## src/rtl/updown_counter_sevenseg_if.sv

```systemverilog
// Board-side bundle for the up/down counter: key/switch inputs toward the
// counter, count status and HEX display pins back out.
interface updown_counter_sevenseg_if #(
    parameter int unsigned WIDTH  = 8,
    parameter int unsigned DIGITS = WIDTH / 4
);
    logic              key_n;
    logic              up;
    logic              load;
    logic [WIDTH-1:0]  load_val;
    logic              enable;
    logic [WIDTH-1:0]  count;
    logic              at_limit;
    logic              press;
    logic [6:0]        seg;
    logic [DIGITS-1:0] dig_sel;

    modport master (
        output key_n, up, load, load_val, enable,
        input  count, at_limit, press, seg, dig_sel
    );

    modport slave (
        input  key_n, up, load, load_val, enable,
        output count, at_limit, press, seg, dig_sel
    );
endinterface

```

## src/rtl/updown_counter_sevenseg.sv

```systemverilog
// Up/down counter driven by a debounced push-button, with a time-multiplexed
// hex seven-segment display of the count.
module updown_counter_sevenseg #(
    parameter int unsigned WIDTH           = 8,
    parameter int unsigned DIGITS          = WIDTH / 4,
    parameter int unsigned DEBOUNCE_CYCLES = 16,
    parameter int unsigned SCAN_DIV        = 1024,
    parameter bit          SATURATE        = 1'b0,
    parameter bit          SEG_ACTIVE_LOW  = 1'b1
) (
    input  logic                      clk,
    input  logic                      reset,
    updown_counter_sevenseg_if.slave  bus
);
    localparam int unsigned DB_W   = $clog2(DEBOUNCE_CYCLES + 1);
    localparam int unsigned SCAN_W = (SCAN_DIV > 1) ? $clog2(SCAN_DIV) : 1;
    localparam int unsigned IDX_W  = (DIGITS > 1) ? $clog2(DIGITS) : 1;
    localparam logic [DB_W-1:0]   DB_LAST   = DB_W'(DEBOUNCE_CYCLES - 1);
    localparam logic [SCAN_W-1:0] SCAN_LAST = SCAN_W'(SCAN_DIV - 1);
    localparam logic [IDX_W-1:0]  IDX_LAST  = IDX_W'(DIGITS - 1);
    localparam logic [6:0]        SEG_BLANK = SEG_ACTIVE_LOW ? 7'h7F : 7'h00;

    typedef enum logic [1:0] {REL, PRESS_PEND, HELD, REL_PEND} db_state_e;

    logic              key_meta_q, key_sync_q;
    db_state_e         db_state_q;
    logic [DB_W-1:0]   db_cnt_q;
    logic              press_q;
    logic [WIDTH-1:0]  count_q, count_d;
    logic [SCAN_W-1:0] scan_q;
    logic [IDX_W-1:0]  idx_q;
    logic [6:0]        seg_q, seg_d;
    logic [DIGITS-1:0] dig_sel_q, dig_sel_d;
    logic [WIDTH-1:0]  count_shift;

    function automatic logic [6:0] hex_glyph(input logic [3:0] nib);
        logic [6:0] g;
        unique case (nib)
            4'h0: g = 7'h3F;  4'h1: g = 7'h06;  4'h2: g = 7'h5B;  4'h3: g = 7'h4F;
            4'h4: g = 7'h66;  4'h5: g = 7'h6D;  4'h6: g = 7'h7D;  4'h7: g = 7'h07;
            4'h8: g = 7'h7F;  4'h9: g = 7'h6F;  4'hA: g = 7'h77;  4'hB: g = 7'h7C;
            4'hC: g = 7'h39;  4'hD: g = 7'h5E;  4'hE: g = 7'h79;  4'hF: g = 7'h71;
        endcase
        return g;
    endfunction

    always_ff @(posedge clk) begin
        if (reset) begin
            key_meta_q <= 1'b1;
            key_sync_q <= 1'b1;
        end else begin
            key_meta_q <= bus.key_n;
            key_sync_q <= key_meta_q;
        end
    end

    // The sample that moves out of a stable state counts as the first of the
    // DEBOUNCE_CYCLES equal samples, giving press 2+DEBOUNCE_CYCLES after key_n.
    always_ff @(posedge clk) begin
        if (reset) begin
            db_state_q <= REL;
            db_cnt_q   <= '0;
            press_q    <= 1'b0;
        end else begin
            press_q <= 1'b0;
            unique case (db_state_q)
                REL: if (!key_sync_q) begin
                    if (DEBOUNCE_CYCLES <= 1) begin
                        db_state_q <= HELD;
                        press_q    <= 1'b1;
                    end else begin
                        db_state_q <= PRESS_PEND;
                        db_cnt_q   <= DB_W'(1);
                    end
                end
                PRESS_PEND: begin
                    if (key_sync_q) begin
                        db_state_q <= REL;
                    end else if (db_cnt_q == DB_LAST) begin
                        db_state_q <= HELD;
                        press_q    <= 1'b1;
                    end else begin
                        db_cnt_q <= db_cnt_q + DB_W'(1);
                    end
                end
                HELD: if (key_sync_q) begin
                    if (DEBOUNCE_CYCLES <= 1) begin
                        db_state_q <= REL;
                    end else begin
                        db_state_q <= REL_PEND;
                        db_cnt_q   <= DB_W'(1);
                    end
                end
                REL_PEND: begin
                    if (!key_sync_q) begin
                        db_state_q <= HELD;
                    end else if (db_cnt_q == DB_LAST) begin
                        db_state_q <= REL;
                    end else begin
                        db_cnt_q <= db_cnt_q + DB_W'(1);
                    end
                end
                default: db_state_q <= REL;
            endcase
        end
    end

    always_comb begin
        count_d = count_q;
        if (bus.load) begin
            count_d = bus.load_val;
        end else if (press_q && bus.enable) begin
            if (bus.up) begin
                count_d = (SATURATE && (&count_q)) ? count_q : count_q + 1'b1;
            end else begin
                count_d = (SATURATE && (count_q == '0)) ? count_q : count_q - 1'b1;
            end
        end
    end

    always_ff @(posedge clk) begin
        if (reset) count_q <= '0;
        else       count_q <= count_d;
    end

    always_ff @(posedge clk) begin
        if (reset) begin
            scan_q <= '0;
            idx_q  <= '0;
        end else if (scan_q == SCAN_LAST) begin
            scan_q <= '0;
            idx_q  <= (idx_q == IDX_LAST) ? '0 : idx_q + IDX_W'(1);
        end else begin
            scan_q <= scan_q + SCAN_W'(1);
        end
    end

    // Segment and digit-enable registers follow idx_q by one cycle together.
    always_comb begin
        count_shift = count_q >> {idx_q, 2'b00};
        seg_d       = hex_glyph(count_shift[3:0]) ^ {7{SEG_ACTIVE_LOW}};
        dig_sel_d   = DIGITS'(1) << idx_q;
    end

    always_ff @(posedge clk) begin
        if (reset) begin
            seg_q     <= SEG_BLANK;
            dig_sel_q <= DIGITS'(1);
        end else begin
            seg_q     <= seg_d;
            dig_sel_q <= dig_sel_d;
        end
    end

    assign bus.count    = count_q;
    assign bus.press    = press_q;
    assign bus.seg      = seg_q;
    assign bus.dig_sel  = dig_sel_q;
    assign bus.at_limit = bus.up ? (&count_q) : ~(|count_q);
endmodule

```

## src/flat_wrapper.sv

```systemverilog
// flat-port wrapper written by rule: the top's interface ports become plain ports
module updown_counter_sevenseg_flat 
#(
    parameter int unsigned WIDTH           = 8,
    parameter int unsigned DIGITS          = WIDTH / 4,
    parameter int unsigned DEBOUNCE_CYCLES = 16,
    parameter int unsigned SCAN_DIV        = 1024,
    parameter bit          SATURATE        = 1'b0,
    parameter bit          SEG_ACTIVE_LOW  = 1'b1
)
  (clk, reset, bus_key_n, bus_up, bus_load, bus_load_val, bus_enable, bus_count, bus_at_limit, bus_press, bus_seg, bus_dig_sel);
  updown_counter_sevenseg_if #(.WIDTH(WIDTH), .DIGITS(DIGITS)) bus_i ();
  input  logic clk;
  input  logic reset;
  input wire logic [$bits(bus_i.key_n)-1:0] bus_key_n;
  input wire logic [$bits(bus_i.up)-1:0] bus_up;
  input wire logic [$bits(bus_i.load)-1:0] bus_load;
  input wire logic [$bits(bus_i.load_val)-1:0] bus_load_val;
  input wire logic [$bits(bus_i.enable)-1:0] bus_enable;
  output wire logic [$bits(bus_i.count)-1:0] bus_count;
  output wire logic [$bits(bus_i.at_limit)-1:0] bus_at_limit;
  output wire logic [$bits(bus_i.press)-1:0] bus_press;
  output wire logic [$bits(bus_i.seg)-1:0] bus_seg;
  output wire logic [$bits(bus_i.dig_sel)-1:0] bus_dig_sel;
  assign bus_i.key_n = bus_key_n;
  assign bus_i.up = bus_up;
  assign bus_i.load = bus_load;
  assign bus_i.load_val = bus_load_val;
  assign bus_i.enable = bus_enable;
  assign bus_count = bus_i.count;
  assign bus_at_limit = bus_i.at_limit;
  assign bus_press = bus_i.press;
  assign bus_seg = bus_i.seg;
  assign bus_dig_sel = bus_i.dig_sel;
  updown_counter_sevenseg #(.WIDTH(WIDTH), .DIGITS(DIGITS), .DEBOUNCE_CYCLES(DEBOUNCE_CYCLES), .SCAN_DIV(SCAN_DIV), .SATURATE(SATURATE), .SEG_ACTIVE_LOW(SEG_ACTIVE_LOW)) u_core (.clk(clk), .reset(reset), .bus(bus_i));
endmodule
```

## config.mk

```make
export PLATFORM = sky130hd
export DESIGN_NAME = updown_counter_sevenseg_flat
export DESIGN_NICKNAME = d
export VERILOG_FILES = /design/src/rtl/updown_counter_sevenseg_if.sv /design/src/rtl/updown_counter_sevenseg.sv /design/src/flat_wrapper.sv
export SDC_FILE = /design/constraint.sdc
export NUM_CORES = 1
export LEC_CHECK = 0
export CORE_MARGIN = 2
export CORE_UTILIZATION = 37
export CTS_CLUSTER_DIAMETER = 150
export DETAILED_ROUTE_END_ITERATION = 16
export GPL_TIMING_DRIVEN = 0
export PLACE_DENSITY = 0.67
export SLEW_MARGIN = 20
export SYNTH_ARGS = -nofsm -noshare
export SYNTH_HDL_FRONTEND = slang
export SYNTH_SLANG_ARGS = --single-unit
```

## constraint.sdc

```tcl
create_clock -name clk -period 2.93 [get_ports clk]
set_clock_uncertainty 0.05 [all_clocks]
set_input_delay 0.7325 -clock clk [delete_from_list [all_inputs] [get_ports clk]]
set_output_delay 0.7325 -clock clk [all_outputs]
set_load 0.02 [all_outputs]
```

==> flow_metrics.py <==
metrics = {
    "global_routing": {
        "grt_pass1_wl_um": 8120,
        "grt_max_degree": 11,
        "globalRoute.totalOverflow": 0,
        "first_global_vias": 1720,
        "globalRouteTotalUtil": 0.159,
        "grt_antenna_before_repair": 0,
    },
    "pwr": {
        "power_density_nw_per_um2": 421,
        "p_leak_nw": 1.02,
        "ir_drop_mv": 0.158,
        "p_total_mw": 1.11,
    },
    "sta": {
        "finalHoldViolCount": 0,
        "setup_viol": 0,
        "period_share": 0.945,
        "period_minus_slack_ps": 2770,
        "setup_ws_ps": 162,
        "fin_setup_tns_ps": 0,
        "fmax_mhz": 361,
        "drv_slew": 0,
        "grt_setup_unrepaired": "no",
        "worstMarginPinSlew_ps": 526,
        "slew_headroom": 0.649,
    },
    "layout": {
        "area_delta_synth_final_pct": 22.3,
        "multiInputGateArea_um2": 1290,
        "fill_cells": 554,
        "finalInstanceArea_um2": 2640,
        "finish.utilization": 0.474,
        "antenna_cells": 0,
        "final_nets": 310,
        "register_area_um2": 761,
        "drive_gt1_frac": 0.0824,
    },
    "placed_design": {
        "port_buffers": 31,
        "dp_slack_ps": -127,
        "place.gp.congestion": 0.806,
        "placed_area_um2": 2560,
        "dp_hpwl_um": 3410,
    },
    "critical_path": {
        "worstPathMaxFanout": 4,
        "required_ps": 2150,
        "reg2reg_depth": 6,
        "cp.arrival_ps": 1990,
        "start_kind": "primary input",
        "reg2reg_to": "u_core.bus.seg[3]$_SDFF_PP1_",
        "path_class": "in -> out",
        "critPathCaptureType": "output port",
        "r2r_slack_ps": 790,
        "r2r_start": "u_core.idx_q$_SDFFE_PP0N_",
    },
    "hold_path": {
        "holdPathEnd": "u_core.key_sync_q$_SDFF_PP1_",
        "hp-start": "u_core.key_meta_q$_SDFF_PP1_",
        "min_path_type": "reg -> reg",
        "holdPathStages": 1,
    },
    "yosys": {
        "syn_inst": 242,
        "synthFlopType": "dfxtp_1",
        "ys_seq_area_frac": 0.352,
        "async_flop_share": 0,
        "netlist_area_um2": 2160,
        "synth_nets": 272,
        "yosys_warnings": 0,
        "yosysUniqueCellTypes": 54,
        "synth_edf_count": 0,
        "syn_avg_cell_area_um2": 8.92,
        "synth_seq_cells": 38,
    },
    "route": {
        "vias_per_cell": 5.16,
        "drtPass1Iterations": 4,
        "final_antenna_net_count": 0,
        "wl_per_cell_um": 13.1,
        "post-route-drc-count": 0,
        "vias": 1811,
        "drtIter0Drc": 43,
        "routed_wl_um": 4610,
    },
    "cts": {
        "postCtsSetupBuffers": 0,
        "htreeDepth": 2,
        "clockRootBuffer": "clkbuf_8",
        "post_cts_resized": 1,
        "cts_hold_buffers": 0,
        "clkTransAtPathRegs_ps": 70,
        "cts_tree": "built",
        "cts_buffers": 5,
        "clock-sinks": 38,
        "clock_path_buffers": 2,
        "clk-insertion-delay-late_ps": 280,
    },
    "status": {
        "status": "finished clean",
    },
    "run": {
        "drv_cap": 0,
    },
    "floorplanning": {
        "floorplan.die_area_um2": 6460,
        "pin_count": 33,
        "core_area_um2": 5570,
        "rows": 27,
        "fp.dieW_um": 80.4,
        "initial_core_util": 0.387,
        "fp.dieH_um": 80.4,
    },
}
[power by group]
group          switching [mW]  internal [mW]
Sequential             0.0227          0.538
Combinational           0.105         0.0994
Clock                   0.165          0.181
Total                   0.293          0.819
[registers in the layout (all words and copies together) (netlist names), named ones only]
name,flops
u_core.bus.press,1
u_core.bus.count,8
u_core.scan_q,10
u_core.key_meta_q,1
u_core.bus.seg,7
u_core.key_sync_q,1
u_core.db_state_q,1
u_core.bus.dig_sel,2
u_core.idx_q,1
u_core.db_cnt_q,5
[metal layers]
metal,wire [um],share of wire,global-route usage
met5,0,0,0
met4,40,0.0087,0.0492
met3,134,0.029,0.0326
met2,2070,0.45,0.243
met1,2370,0.51,0.224
[worst max path at each step]
stage | end | slack (ps) | start
4_1_cts | bus_at_limit | 150 | bus_up
2_1_floorplan | u_core.bus.count[5]$_SDFFE_PP0P_ | 740 | bus_up
3_3_place_gp | bus_at_limit | -160 | bus_up
5_1_grt | bus_at_limit | 60 | bus_up
6_report | bus_at_limit | 160 | bus_up
3_5_place_dp | bus_at_limit | -130 | bus_up
[synthesized netlist by cell type, types with 5 or more instances]
master	instances	area share
dfxtp_1	38	0.35
nor2_1	24	0.042
nand2_1	17	0.030
ha_1	15	0.087
inv_1	14	0.024
a21oi_1	12	0.028
nand3_1	10	0.023
nor3_1	8	0.019
xnor2_1	8	0.032
clkbuf_1	7	0.012
nand3b_1	6	0.021
mux2_2	5	0.026
mux2i_1	5	0.023
nor3b_1	5	0.017
xor2_1	5	0.020
[final cells by class]
class                      instances  share of cell area
buffer                            11              0.0223
multi-input combinational        179               0.487
inverter                          14              0.0199
sequential                        38               0.288
tap                               72              0.0341
timing repair buffer              31               0.117
clock buffer                       6              0.0313
[cell usage in the layout (no fill, tap or decap), types with 8 or more instances in the layout]
master and count:
nor2_1 24, dfxtp_1 38, inv_1 14, nand3_1 10
nor3_1 8, nand2_1 17, ha_1 15, clkdlybuf4s50_1 30
a21oi_1 12, xnor2_1 8
[worst max-delay path, cell delays in order]
cell and delay (ps):
clkdlybuf4s50_1 540, nand4_1 110, o31ai_1 240, dlygate4sd2_1 370
[through the flow]
stage | hold slack [ps] | std cells
floorplan | 339 | 242
global placement | 345 | 345
detailed placement | 345 | 345
CTS | 369 | 351
global route | 378 | 351
finish | 365 | 351
[cells by family after synthesis]
kind of cell / count (synthesis) / share of synthesized area
DFF: 38 / 0.352
xor gates and xnor gates: 14 / 0.0603
muxes: 13 / 0.0725
buffers and inverters: 25 / 0.0516
and+or+nand+nor: 92 / 0.220
AOI/OAI and AO/OA: 44 / 0.147
adders and majority gates: 16 / 0.0962
Power figures use the tool's default switching activity.
